==> src/rtl/dm_arbiter.sv <==
// dm_arbiter: shares the data-memory port between the CPU M-stage and a DMA
// master. CPU normally wins; a starvation counter hands one slot to a waiting
// DMA after STARVE_MAX consecutive CPU grants. DMA completion is signalled by
// a one-cycle ack with the read data registered at the grant edge.
module dm_arbiter #(
  parameter int unsigned STARVE_MAX = 4
) (
  input  logic        Clk,
  input  logic        Reset,
  input  logic        cpu_req,
  input  logic        cpu_we,
  input  logic [31:0] cpu_addr,
  input  logic [31:0] cpu_wd,
  input  logic [3:0]  cpu_be,
  input  logic        cpu_kill,
  output logic        cpu_stall,
  input  logic        dma_req,
  input  logic        dma_we,
  input  logic [31:0] dma_addr,
  input  logic [31:0] dma_wd,
  input  logic [3:0]  dma_be,
  output logic        dma_ack,
  output logic [31:0] dma_rd,
  output logic [31:0] dm_addr,
  output logic [31:0] dm_wd,
  output logic [3:0]  dm_be,
  output logic        dm_we,
  input  logic [31:0] dm_rd
);

  localparam logic [3:0] STARVE_LIM = 4'(STARVE_MAX);

  logic [3:0]  starve_cnt_q, starve_cnt_d;
  logic        last_was_dma_q, last_was_dma_d;
  logic        dma_ack_q, dma_ack_d;
  logic [31:0] dma_rd_q, dma_rd_d;
  logic        cpu_grant, dma_grant;

  // Grant decision: CPU wins unless DMA has waited STARVE_MAX CPU grants and
  // the previous slot did not already go to DMA.
  always_comb begin
    cpu_grant = cpu_req & (~dma_req | (starve_cnt_q < STARVE_LIM) | last_was_dma_q);
    dma_grant = dma_req & ~cpu_grant;
  end

  // Memory port mux; killed CPU accesses keep their slot but never write.
  always_comb begin
    dm_addr   = '0;
    dm_wd     = '0;
    dm_be     = '0;
    dm_we     = 1'b0;
    cpu_stall = cpu_req & ~cpu_grant;
    if (cpu_grant) begin
      dm_addr = cpu_addr;
      dm_wd   = cpu_wd;
      dm_be   = cpu_be;
      dm_we   = cpu_we & ~cpu_kill;
    end else if (dma_grant) begin
      dm_addr = dma_addr;
      dm_wd   = dma_wd;
      dm_be   = dma_be;
      dm_we   = dma_we;
    end
  end

  // Next-state for starvation tracking and DMA completion; reset wins over a
  // grant so an in-flight DMA ack is dropped.
  always_comb begin
    starve_cnt_d   = starve_cnt_q;
    last_was_dma_d = last_was_dma_q;
    dma_ack_d      = dma_grant;
    dma_rd_d       = dma_rd_q;
    if (dma_grant || !dma_req) begin
      starve_cnt_d = '0;
    end else if (cpu_grant && (starve_cnt_q < STARVE_LIM)) begin
      starve_cnt_d = starve_cnt_q + 4'd1;
    end
    if (dma_grant) begin
      last_was_dma_d = 1'b1;
      dma_rd_d       = dm_rd;
    end else if (cpu_grant) begin
      last_was_dma_d = 1'b0;
    end
    if (Reset) begin
      starve_cnt_d   = '0;
      last_was_dma_d = 1'b0;
      dma_ack_d      = 1'b0;
      dma_rd_d       = '0;
    end
  end

  // State registers.
  always_ff @(posedge Clk) begin
    starve_cnt_q   <= starve_cnt_d;
    last_was_dma_q <= last_was_dma_d;
    dma_ack_q      <= dma_ack_d;
    dma_rd_q       <= dma_rd_d;
  end

  assign dma_ack = dma_ack_q;
  assign dma_rd  = dma_rd_q;

endmodule
==> config.mk <==
export PLATFORM = sky130hd
export DESIGN_NAME = dm_arbiter
export DESIGN_NICKNAME = d
export VERILOG_FILES = /design/src/rtl/dm_arbiter.sv
export SDC_FILE = /design/constraint.sdc
export NUM_CORES = 1
export LEC_CHECK = 0
export BUFFER_PORTS_ARGS = -buffer_cell sky130_fd_sc_hd__buf_4
export CAP_MARGIN = 15
export CORE_AREA = 2 2 108 110
export DETAILED_ROUTE_END_ITERATION = 16
export DIE_AREA = 0 0 110 112
export GPL_ROUTABILITY_DRIVEN = 0
export MAX_ROUTING_LAYER = met4
export PLACE_DENSITY = 0.7
export REMOVE_ABC_BUFFERS = 1
export SETUP_SLACK_MARGIN = 0.1
export SYNTH_ARGS = -nofsm -noshare
export SYNTH_HDL_FRONTEND = slang
export SYNTH_SLANG_ARGS = --single-unit
export TNS_END_PERCENT = 30
==> constraint.sdc <==
create_clock -name Clk -period 1.7 [get_ports Clk]
set_input_delay 0.085 -clock Clk [delete_from_list [all_inputs] [get_ports Clk]]
set_output_delay 0.085 -clock Clk [all_outputs]
set_load 0.1 [all_outputs]
After elaboration in Yosys (flattened, before gate mapping)
Index checks and enable logic that the tools add are counted.
Widths: inputs -> output; s select.
- muxes and demuxes: 10
- reductions and logical operators: 5
- add/subtract/negate cells: 1
- magnitude comparators: 1
- bitwise operators: 9
- operators with widths (operator ; count):
    $mux 32 ; 4
    $mux 4 ; 2
    $add 4x1->4 const B ; 1
    $and 1x1->1 ; 4
    $lt 4x3->1 const B ; 1
    $mux 1 ; 4
    $not 1->1 ; 3
    $or 1x1->1 ; 2
    $reduce_bool 2->1 ; 1
    $reduce_or 2->1 ; 1
    $logic_and 1x1->1 ; 1
    $logic_not 1->1 ; 1
    $logic_or 1x1->1 ; 1
- word-level logic and storage cells: 30
- flip-flop bits (word level): 38
- output and inout bits: 103
- input bits: 175

Depth between registers and ports, before layout
Gate-level depths: netlist of run 1.
- depth after elaboration: 8
- depth in mapped cells: 6
- mapped depth without buffers: 3

Worst setup path after synthesis of run 1
Ideal clock, no wire load.
- path kind: register to output
- start: reg starve_cnt_q[2]
- end: out dm_addr[0]
- arrival time: 2.548 ns
- cell stages (with the launch flop): 6
- path buffers: 2
- required time: 1.615 ns
- slack: -0.933 ns
- path through: dfxtp_1 -> o21bai_4 -> o21ai_1 -> buf_4 -> buf_6 -> mux2i_1
- cells in the longest elaborated chain, start to end: 8
- ends and longest elaborated chain (what ; RTL line ; source):
    start, declared ; 33 ; logic [3:0] starve_cnt_q, starve_cnt_d;
    start signal, assigned ; 94 ; starve_cnt_q <= starve_cnt_d;
    $lt 4x3->1 * ; 42 ; cpu_grant = cpu_req & (~dma_req | (starve_cnt_q < STARVE_LIM) | last_was_dma_q);
    $or 1x1->1 * (2 in a row) ; 42 ;
    $and 1x1->1 * ; 42 ;
    $not 1->1 ; 43 ; dma_grant = dma_req & ~cpu_grant;
    $and 1x1->1 ; 43 ;
    $mux 32 ; 58 ; end else if (dma_grant) begin
    $mux 32 * ; 53 ; if (cpu_grant) begin
    end, declared ; 24 ; output logic [31:0] dm_addr,
Mark *: on every way between the ends. The rest lies on a longest branch, timed or not.

Worst setup path in the final report of run 1
- start: reg last_was_dma_q
- end: out dm_be[3]
- cells in the longest elaborated chain, start to end: 6
- ends and longest elaborated chain (what ; RTL line ; source):
    start, declared ; 34 ; logic last_was_dma_q, last_was_dma_d;
    start signal, assigned ; 95 ; last_was_dma_q <= last_was_dma_d;
    $or 1x1->1 * ; 42 ;
    $and 1x1->1 * ; 42 ;
    $not 1->1 ; 43 ;
    $and 1x1->1 ; 43 ;
    $mux 4 ; 58 ;
    $mux 4 * ; 53 ;
    end, declared ; 26 ; output logic [3:0] dm_be,
Marked as above.

==> results of run 1 <==
## cells by family (layout without fill, tap and decap cells)
kind of cell,count (synthesis),after routing,synth area share
adders and majority gates,1,1,0.004401
buffers and inverters,97,378,0.1567
muxes,100,100,0.3521
xor gates and xnor gates,1,1,0.003082
and+or+nand+nor,142,142,0.1901
AOI/OAI and AO/OA,8,8,0.02597
other,0,2,0
DFF,38,38,0.2676
## critical path: stages (launching register included)
cell and delay (ns):
sky130_fd_sc_hd__dfxtp_2 0.31, sky130_fd_sc_hd__o21bai_4 0.17, sky130_fd_sc_hd__o21ai_4 0.17, sky130_fd_sc_hd__buf_12 0.18, sky130_fd_sc_hd__buf_12 0.18, sky130_fd_sc_hd__mux2i_1 0.26, sky130_fd_sc_hd__buf_6 0.26
## synth_stat cells, types with 2 or more instances
library cell               number  area share
sky130_fd_sc_hd__mux2i_1      100        0.35
sky130_fd_sc_hd__nor2_1         5      0.0066
sky130_fd_sc_hd__nand2_1      134        0.18
sky130_fd_sc_hd__a21oi_1        2      0.0035
sky130_fd_sc_hd__clkbuf_1      12       0.016
sky130_fd_sc_hd__dfxtp_1       38        0.27
sky130_fd_sc_hd__buf_6         10       0.040
sky130_fd_sc_hd__inv_1         71       0.094
sky130_fd_sc_hd__buf_2          2      0.0035
## flip-flops by register name (all words and copies together), names as in the netlist
| signal | cells |
|---|---|
| last_was_dma_q | 1 |
| dma_rd | 32 |
| starve_cnt_q | 4 |
| dma_ack | 1 |
## report_power, final
part / leakage [nW] / switching, W / internal, W
clock network: 0.0729 / 0.000347 / 0.000580
registers: 0.312 / 0.0000218 / 0.000934
logic: 2.74 / 0.00164 / 0.000753
total: 3.13 / 0.00201 / 0.00227
## timing repair
action | 4_1_cts | 5_1_grt
buffers inserted | 1 | 3
resized for setup | 76 | 16
setup endpoints to repair | 69 | 69
cloned | 0 | 0
hold buffers | 0 | 0
## routing by layer
| metal | vias up | part of all wire |
|---|---|---|
| met2 | 172 | 0.51 |
| met5 | - | 0 |
| li1 | 1744 | - |
| met4 | 0 | 0.043 |
| met3 | 26 | 0.086 |
| met1 | 1558 | 0.37 |
## cells in the final DEF (no fill, tap or decap), types with 2 or more instances in the layout
cell                          n
sky130_fd_sc_hd__a21oi_1      2
sky130_fd_sc_hd__buf_12       6
sky130_fd_sc_hd__buf_4      224
sky130_fd_sc_hd__buf_6       69
sky130_fd_sc_hd__clkbuf_16    5
sky130_fd_sc_hd__dfxtp_1     35
sky130_fd_sc_hd__dfxtp_2      3
sky130_fd_sc_hd__diode_2      2
sky130_fd_sc_hd__inv_1       70
sky130_fd_sc_hd__mux2i_1     84
sky130_fd_sc_hd__mux2i_2     15
sky130_fd_sc_hd__nand2_1    134
sky130_fd_sc_hd__nor2_1       5
## worst paths after layout
kind,startpoint,to,depth (start not counted)
setup reg to reg,last_was_dma_q,dma_rd[13],5
hold / removal,dm_rd[0],dma_rd[0],3
hold reg to reg,dma_rd[28],dma_rd[28],2
setup / recovery,last_was_dma_q,dm_be[3],6
## cell type report
cell class | instances | area (um^2)
diodes | 2 | 5.005
well taps | 143 | 178.9
clock inverters | 2 | 12.51
inverters | 71 | 266.5
fillers | 1014 | 5513
clock buffers | 6 | 138.9
multi-input cells | 252 | 1717
repair buffers | 299 | 2579
flip-flops and latches | 38 | 764.5
## through the flow
stage          setup TNS, ns    util  cell area [um^2]
3_5_place_dp               0  0.4592              5131
5_1_grt               -16.09  0.5067              5662
6_report              -10.56  0.5067              5662
4_1_cts               -10.97  0.4985              5570
2_1_floorplan        -400.61       -              2664
3_3_place_gp               0  0.4592              5131
==> summary by stage, run 1 <==
Outcome
The run finished, with violations left. The final reports fail on setup timing.

Timing
The total setup violations reported at the end of the flow is between 60 and 70. For the pin with the worst max-slew slack, the measured transition is 0.2930 ns. The total count of hold-check failures in the final report is 0. The number of pins exceeding their max-slew limit in the final report is 0. The post-route minimum period is between 1.5 and 2 ns.

Derived from the worst setup path, the maximum achievable clock frequency is ~520 MHz. Headroom to the max-slew limit came out at 0.8047. The clock arrives with slightly above 0.004 ns of skew. Hold timing on the final database bottoms out at a slack of between 0.06 and 0.07 ns. Setup repair after global routing could not meet its margin everywhere. Dividing the final minimum period by the clock period gives 1.132. The least setup slack across all paths after layout is -0.2244 ns.

Synth
The mapped netlist covers between 2000 and 3000 um^2. Of all flip-flops after synthesis, the portion carrying an async set or reset was 0. The synthesized design contains 38 register bits. A synthesized cell averages 7.346 um^2. The most common flop cell mapped by yosys is sky130_fd_sc_hd__dfxtp_1. In this run, distinct cell masters in the synthesized netlist total 22. The count of flip-flops with a built-in enable after synthesis is 0. The sequential fraction of the synthesis area is 0.2676.

The synthesized netlist cell count is roughly 390. The number of warnings reported in the yosys synthesis log is 0.

Setup path
The element type at the critical path start is a flop. The critical path class is reg -> out. Of all nets on the critical path, the largest fanout is 18. The reg2reg setup slack is 0.31 ns. The data required time of the worst path is 1.62 ns. The worst setup path is captured at an output port. Data on the critical path arrives at its endpoint at approximately 1.8 ns.

CTS
The root buffer cell chosen for the clock tree is sky130_fd_sc_hd__clkbuf_16. Clock-pin slew was measured on the worst setup and hold paths at 0.06 ns. The clock drives 38 sinks.

The clock insertion delay at the later pin of the skew report is around 0.27 ns. The number of buffers added by the clock tree synthesis step is 5. The CTS tree is built. The longest clock path from root to sink contains 2 buffers. In this run the number of H-tree levels came out at 2.

Floorplan
In this run the horizontal extent of the chip is around 110 um. The number of placement rows is 39. The die covers 12320 um^2. From bottom edge to top edge, the die measures between 100 and 150 um.

The number of top-level design ports is ~280. The initial utilization of the core area, before any placement, comes to 0.2544. The core region is 11170 um^2.

Route
The remaining antenna violation count after routing is 0. The average wire length per cell after detail routing is approximately 14 um. The post-detailed-route DRC marker count is 0. The routed wire length is about 11000 um.

The number of DRC markers after the initial detailed-route iteration is about 160. The routed via count is 3500. The vias per cell is around 4.3. For this run, the detailed router's first-pass iteration total came to 4.

Global routing
The number of global-route vias before repair came to about 3600. The met3 track utilization from global routing is 0.03806. The number of antenna violations at the first check in global routing is 2. The first global-routing pass estimated between 15000 and 20000 um of wire. The aggregate global routing overflow is 0. The met2 demand-to-capacity share in global routing is 0.3190.

The fraction of met1 tracks used by global routing is 0.1859. Entering global routing, the biggest net connects 72 pins. In the global route stage, overall resource usage came out at 0.1809. met2 is the most crowded layer.

Place
At the placement stage, the worst setup path has a slack of 0.02921 ns. The count of buffers added on input and output ports is 277. Detailed placement ended at an HPWL of between 8000 and 9000 um. The cell total after placement is 799.

Power
The static leakage is 3.126 nW. The overall power consumption is 0.004274 W. The maximum resistive drop on vdd is 0.0005857 V. The total power divided by cell area is ~750 nW/um^2.

Finish
The net count of the finished layout is between 800 and 900. The count of cells in the finished layout, fillers not included, comes to roughly 810. The share of cells above drive strength 1 is 0.4925. The area growth from synthesis to final layout is 99.16%.

Hold path
The min-delay analysis places its worst path in the category in -> reg.

Job
The max-capacitance violation count is 0.
(Power assumes the default switching activity.)
==> inputs of run 2 (changes only) <==
--- a/config.mk
+++ b/config.mk
@@ -5,14 +5,14 @@
 export SDC_FILE = /design/constraint.sdc
 export NUM_CORES = 1
 export LEC_CHECK = 0
-export BUFFER_PORTS_ARGS = -buffer_cell sky130_fd_sc_hd__buf_4
 export CAP_MARGIN = 15
-export CORE_AREA = 2 2 108 110
+export CORE_AREA = 2 2 109 111
 export DETAILED_ROUTE_END_ITERATION = 16
-export DIE_AREA = 0 0 110 112
+export DIE_AREA = 0 0 111 113
+export DONT_BUFFER_PORTS = 1
 export GPL_ROUTABILITY_DRIVEN = 0
 export MAX_ROUTING_LAYER = met4
-export PLACE_DENSITY = 0.7
+export PLACE_DENSITY = 0.48
 export REMOVE_ABC_BUFFERS = 1
 export SETUP_SLACK_MARGIN = 0.1
 export SYNTH_ARGS = -nofsm -noshare
==> summary by stage, run 2 (synthesis gave the netlist of run 1 again) <==
Setup path
The reg-to-reg critical path startpoint is last_was_dma_q. The critical path class is reg -> out. The sort of element at the end of the critical path is an output port. The worst reg-to-reg path cell count came to 6 (+1).

The worst setup path startpoint is last_was_dma_q. The highest net fanout along the worst path came to 17 (-1). The data required time of the worst path came to 1.62 ns (about the same). The worst reg2reg path endpoint is dma_rd[15].

The critical path arrival was 1.81 ns (-0.03 ns). The reg2reg setup slack is 0.22 ns (-0.09 ns). The element type at the critical path start is a flop.

Route
The average wire length per cell after detail routing is 16.58 um (+19%). The routed via count is 2985 (-15%). The number of DRC markers after the initial detailed-route iteration was 127 (-23%).

The first-pass iteration count of the detailed router came to 4 (unchanged). The routed wire length was 11020 um (-2.7%). The post-detailed-route DRC marker count is 0 (unchanged). The vias per cell was 4.489 (+4.3%).

The remaining antenna violation count after routing is 0 (unchanged).

Timing
The post-route minimum period is 1.900 ns (-0.02480 ns). The ratio of final minimum period to clock period is 1.117 (-0.01459). Setup repair after global routing could not meet its margin everywhere. The final clock skew is 0.004270 ns (+0.0001889 ns).

The final worst hold slack is 0.01551 ns (-0.04487 ns). The number of pins exceeding their max-slew limit in the final report is 0 (unchanged). The actual slew at the worst max-slew pin is 0.6139 ns (+0.3209 ns).

The total count of hold-check failures in the final report was 0 (unchanged). The total setup violations reported at the end of the flow is 69 (+3.0%). The achievable clock frequency is 526.4 MHz (+1.3%). The least setup slack across all paths after layout is -0.1996 ns (+0.02480 ns). The normalized max-slew margin is 0.5908 (-0.2139).

Finish
The leading cell type in the layout, fill and taps excluded is sky130_fd_sc_hd__nand2_1. The net total in the final layout was 697 (-17%). The number of inserted diodes is 0 (-2).

The flip-flop count of the largest register after layout is 32 (unchanged). In the layout the commonest cells are sky130_fd_sc_hd__nand2_1, sky130_fd_sc_hd__buf_12, sky130_fd_sc_hd__inv_1. The area growth from synthesis to final layout is 102.5%.

The share of cells above drive strength 1 is 0.3908 (-0.1017).

Place
The number of port buffers is 0 (-100%). The half-perimeter wire length after placement is 8848 um (-1.4%). The worst setup timing slack at the placement stage is 0.08742 ns (+0.05822 ns).

Floorplan
The number of top-level design ports is 278 (unchanged). The horizontal extent of the die is 111 um (+0.91%). The floorplan die height came to 113 um (+0.89%).

The initial standard-cell utilization of the core came to 0.2522 (-0.002203). The number of placement rows is 39 (unchanged). The overall die area came to 12540 um^2 (+1.8%). The core footprint is 11270 um^2 (+0.87%).

CTS
The CTS tree is built. The count of H-tree levels built during CTS came to 2 (unchanged). The clock transition at the registers of the reported paths is 0.06 ns (about the same).

The number of buffers added by the clock tree synthesis step is 5 (unchanged). The TritonCTS sink count was 38 (unchanged). The maximum count of clock buffers along a single path is 2 (unchanged). The tree is rooted in a sky130_fd_sc_hd__clkbuf_16. The clock insertion delay at the later pin of the skew report is 0.27 ns (about the same).

Power
The total power divided by cell area is 828.1 nW/um^2 (+9.7%). The static leakage is 2.592 nW (-17%). The maximum resistive drop on vdd is 0.0005718 V (-2.4%).

Global routing
The number of global-route vias before repair came to 3221 (-11%). The wire length of the first global-routing pass is 16840 um (-1.2%). The largest net degree at the start of global routing is 73 (+1.4%). The number of antenna violations at the first check in global routing is 0 (-2). The global-route usage over all layers is 0.1734 (-0.007529).

The aggregate global routing overflow is 0 (unchanged).

Outcome
The checks that failed: setup timing. The run finished, with violations left.

Hold path
The depth of the worst hold-timing path is 2 (-1). The beginning of the worst hold path is cpu_req. The min-delay analysis places its worst path in the category in -> reg. The path with the worst hold slack has its endpoint at starve_cnt_q[3].

Job
The max-capacitance violation count is 0 (unchanged).
-- run 2: cell count changes in the layout (fill, tap and decap cells not counted), sizes merged --
cell / previous run / this run
buf: 299 / 120
bufinv: 0 / 2
clkinv: 2 / 1
clkinvlp: 1 / 0
diode: 2 / 0
dlygate4sd3: 0 / 33
-- run 2: how the worst max path moves through the flow --
| stage | endpoint | slack (ns) | cells after the start |
|---|---|---|---|
| after floorplan | dm_addr[0] | -5.75 | 3 |
| after global placement | dm_wd[22] | 0.11 | 6 |
| after detailed placement | dm_wd[10] | 0.09 | 6 |
| after CTS | dm_wd[17] | -0.22 | 6 |
| after global routing | dm_wd[28] | -0.27 | 6 |
| final | dm_wd[17] | -0.20 | 6 |
-- run 2: cell type report --
type	instances	area (um^2)
flip-flops and latches	38	764.5
fillers	972	5515
multi-input cells	252	2140
clock inverters	2	60.06
well taps	143	178.9
repair buffers	153	2208
clock buffers	6	138.9
inverters	71	266.5
-- run 2: worst max-delay path: stages, from the launching register on --
cell and delay [ns]:
sky130_fd_sc_hd__dfxtp_2 0.31, sky130_fd_sc_hd__o21bai_4 0.17, sky130_fd_sc_hd__o21ai_4 0.16, sky130_fd_sc_hd__buf_12 0.17
sky130_fd_sc_hd__buf_16 0.20, sky130_fd_sc_hd__mux2i_2 0.30, sky130_fd_sc_hd__buf_12 0.21
-- run 2: stage by stage --
stage	area (um^2)	instances	TNS, ns	util	total power, W
final	5757	665	-10.99	0.5107	0.004767
after floorplan	2664	361	-400.61	-	0.002550
after global placement	4927	620	0	0.4371	0.003390
after detailed placement	4927	620	0	0.4371	0.003402
after global routing	5757	665	-15.58	0.5107	0.004903
after CTS	5634	662	-12.10	0.4998	0.004770
-- run 2: power breakdown --
part           switching [W]  internal [W]
clock network       0.000353      0.000880
logic                0.00169      0.000888
registers          0.0000218      0.000934
total                0.00206       0.00270
-- run 2: layer usage --
| layer | up-vias | share of wire | routed length (um) | GRT usage |
|---|---|---|---|---|
| met2 | 154 | 0.53 | 5808 | 0.3186 |
| met5 | - | 0 | 0 | - |
| met3 | 16 | 0.094 | 1038 | 0.06106 |
| li1 | 1455 | - | - | - |
| met1 | 1360 | 0.36 | 3937 | 0.1724 |
| met4 | 0 | 0.022 | 238 | 0.05500 |
-- run 2: repair_timing --
action | 4_1_cts | 5_1_grt
hold buffers | 33 | 0
gates cloned | 1 | 0
hold endpoints to repair | 33 | 0
buffers inserted | 0 | 3
endpoints found under the setup margin | 69 | 69
gates resized for setup | 20 | 13
pin swaps | 0 | 0
==> inputs of run 3 (changes only) <==
--- a/config.mk
+++ b/config.mk
@@ -7,15 +7,16 @@
 export LEC_CHECK = 0
 export CAP_MARGIN = 15
 export CORE_AREA = 2 2 109 111
+export CTS_CLUSTER_SIZE = 40
 export DETAILED_ROUTE_END_ITERATION = 16
 export DIE_AREA = 0 0 111 113
 export DONT_BUFFER_PORTS = 1
 export GPL_ROUTABILITY_DRIVEN = 0
 export MAX_ROUTING_LAYER = met4
 export PLACE_DENSITY = 0.48
+export RECOVER_POWER = 100
 export REMOVE_ABC_BUFFERS = 1
 export SETUP_SLACK_MARGIN = 0.1
 export SYNTH_ARGS = -nofsm -noshare
 export SYNTH_HDL_FRONTEND = slang
 export SYNTH_SLANG_ARGS = --single-unit
-export TNS_END_PERCENT = 30
==> summary by stage, run 3 (synthesis gave the netlist of run 1 again) <==
Hold path
The beginning of the worst hold path is cpu_req. The worst hold path terminates at starve_cnt_q[3]. The depth of the worst hold-timing path is 2 (unchanged). The path category of the worst min-delay check is in -> reg.

Timing
The total count of hold-check failures in the final report came to 0 (unchanged). Setup repair after global routing could not meet its margin everywhere. The least setup slack across all paths after layout is -0.2257 ns (-0.02616 ns). The ratio of final minimum period to clock period was 1.133 (+0.01539).

The aggregate negative setup slack is -12.19 ns (-1.206 ns). The final clock skew is 0.003186 ns (-0.001084 ns). The total setup violations reported at the end of the flow was 68 (-1.4%). The actual slew at the worst max-slew pin is 0.6175 ns (+0.003657 ns). The post-route minimum period is 1.926 ns (+0.02616 ns). The achievable clock frequency is 519.3 MHz (-1.4%). The number of pins exceeding their max-slew limit in the final report is 0 (unchanged). The normalized max-slew margin is 0.5883 (-0.002438).

The final worst hold slack is 0.01816 ns (+0.002655 ns).

Setup path
In this design, the critical path's most frequently occurring cell is sky130_fd_sc_hd__buf_12. The sort of element at the end of the critical path is an output port. The largest individual stage delay along the critical path comes from the cell sky130_fd_sc_hd__dfxtp_2. The worst reg2reg path endpoint is dma_rd[2]. The reg2reg setup slack was 0.20 ns (-0.02 ns). The delay of the slowest critical-path stage is 0.32 ns (about the same). The highest net fanout along the worst path is 12 (-5). The critical path arrival is 1.84 ns (+0.03 ns). The worst path buffer plus inverter count is 3 (unchanged). The cell family with the largest share of critical-path delay is buffers and inverters. Traced cell by cell, the critical path runs through o21bai_4, o21ai_4, buf_12, buf_16, mux2i_4, buf_12. The critical path depth was 6 (unchanged). The worst reg-to-reg path cell count was 7 (+1).

The worst register-to-register path begins at last_was_dma_q. The data required time of the worst path is 1.62 ns (about the same). The critical path class is reg -> out.

STA classifies the critical path startpoint as a flop.

Finish
The leading cell type in the layout, fill and taps excluded is sky130_fd_sc_hd__nand2_1. The number of inserted diodes was 0 (unchanged). The flip-flop count of the largest register after layout is 32 (unchanged). In the layout the commonest cells are sky130_fd_sc_hd__nand2_1, sky130_fd_sc_hd__buf_12, sky130_fd_sc_hd__inv_1. The area growth from synthesis to final layout is 115.0%. The layout filler cell count is 922 (-5.1%).

The net total in the final layout is 702 (+0.72%). The multi-input gate area in the final layout is 2445 um^2 (+14%). The register area is 764.5 um^2 (unchanged). The share of cells above drive strength 1 came to 0.3985 (+0.007677).

The final cell utilization of the core is 0.5421 (+0.03141).

Power
The register share of total power was 0.195 (-0.005). The internal portion of total power is 0.002765 W (+2.3%). The total power divided by cell area came to 800.9 nW/um^2 (-3.3%). The combinational share of power is 0.553 (+0.012).

The overall power consumption is 0.004894 W (+2.7%). The switching power summed over all nets came to 0.002129 W (+3.1%). The part of the power in the clock network was 0.252 (-0.007). The maximum resistive drop on vdd is 0.0005578 V (-2.4%).

The share of total power consumed by net switching is 0.4351 (+0.001912). The static leakage is 2.683 nW (+3.5%).

CTS
TritonCTS built the clock tree. The clock tree root buffer cell is sky130_fd_sc_hd__clkbuf_16. The count of H-tree levels built during CTS is 2 (unchanged). The number of buffers added by the clock tree synthesis step is 5 (unchanged). The clock insertion delay at the later pin of the skew report is 0.27 ns (about the same).

The TritonCTS sink count is 38 (unchanged). The maximum count of clock buffers along a single path came to 2 (unchanged). The clock transition at the registers of the reported paths is 0.06 ns (about the same).

Global routing
The number of global-route vias before repair is 3305 (+2.6%). The wire length of the first global-routing pass is 17750 um (+5.4%). The global-route usage over all layers came to 0.1843 (+0.01091). The largest net degree at the start of global routing came to 73 (unchanged).

The number of antenna violations at the first check in global routing is 0 (unchanged). The aggregate global routing overflow is 0 (unchanged).

Route
The routed wire length came to 12080 um (+9.6%). The vias per cell is 4.624 (+3.0%). The remaining antenna violation count after routing is 0 (unchanged). The post-detailed-route DRC marker count was 0 (unchanged). The routed via count is 3098 (+3.8%).

The number of DRC markers after the initial detailed-route iteration came to 139 (+9.4%). The average wire length per cell after detail routing is 18.04 um (+8.8%). The first-pass iteration count of the detailed router came to 4 (unchanged).

Place
The number of port buffers is 0 (unchanged). The half-perimeter wire length after placement was 8848 um (unchanged). The worst setup timing slack at the placement stage is 0.08742 ns (unchanged).

Floorplan
The horizontal extent of the die came to 111 um (unchanged). The core footprint is 11270 um^2 (unchanged). The number of placement rows was 39 (unchanged). The initial standard-cell utilization of the core is 0.2522 (unchanged).

The overall die area is 12540 um^2 (unchanged). The number of top-level design ports was 278 (unchanged). The floorplan die height is 113 um (unchanged).

Job
The max-capacitance violation count is 0 (unchanged).

Outcome
The run finished, with violations left. The checks that failed: setup timing.
## run 3: worst max path at each step
stage               startpoint     endpoint  slack, ns
6_report        last_was_dma_q  dm_addr[15]      -0.23
2_1_floorplan  starve_cnt_q[2]   dm_addr[0]      -5.75
3_5_place_dp   starve_cnt_q[2]    dm_wd[10]       0.09
3_3_place_gp   starve_cnt_q[2]    dm_wd[22]       0.11
4_1_cts         last_was_dma_q    dm_wd[17]      -0.21
5_1_grt         last_was_dma_q  dm_addr[15]      -0.29
## run 3: power groups by stage
| stage | Combinational [W] | Sequential (W) | Clock (W) |
|---|---|---|---|
| 4_1_cts | 0.00263 | 0.000955 | 0.00126 |
| 3_5_place_dp | 0.00243 | 0.000974 | 0 |
| 5_1_grt | 0.00278 | 0.000959 | 0.00130 |
| 6_report | 0.00271 | 0.000955 | 0.00123 |
| 3_3_place_gp | 0.00242 | 0.000973 | 0 |
| 2_1_floorplan | 0.00129 | 0.00126 | 0 |
## run 3: final cells by class
cell class | count | share of cell area
Clock buffer | 6 | 0.02273
Tap cell | 143 | 0.02928
Sequential cell | 38 | 0.1251
Multi-Input combinational cell | 252 | 0.4001
Clock inverter | 2 | 0.009828
Inverter | 71 | 0.04361
Timing Repair Buffer | 158 | 0.3694
## run 3: per-layer routing
layer  vias to the layer above  share of wire  track usage
met5                         -              0            -
met4                         0          0.031      0.06250
met3                        24           0.10      0.06588
met2                       170           0.53       0.3403
met1                      1417           0.34       0.1797
li1                       1487              -            -
## run 3: what timing repair did
action	CTS	global route
resized for setup	41	35
gates cloned	2	2
pin swaps	1	0
setup buffers	4	1
hold buffers	33	0
endpoints found under the hold margin	33	0
endpoints found under the setup margin	69	78
## run 3: through the flow
| step | instance area, um^2 | instances |
|---|---|---|
| after floorplan | 2664 | 361 |
| after global placement | 4927 | 620 |
| after detailed placement | 4927 | 620 |
| after CTS | 5884 | 667 |
| after global routing | 6111 | 670 |
| final | 6111 | 670 |
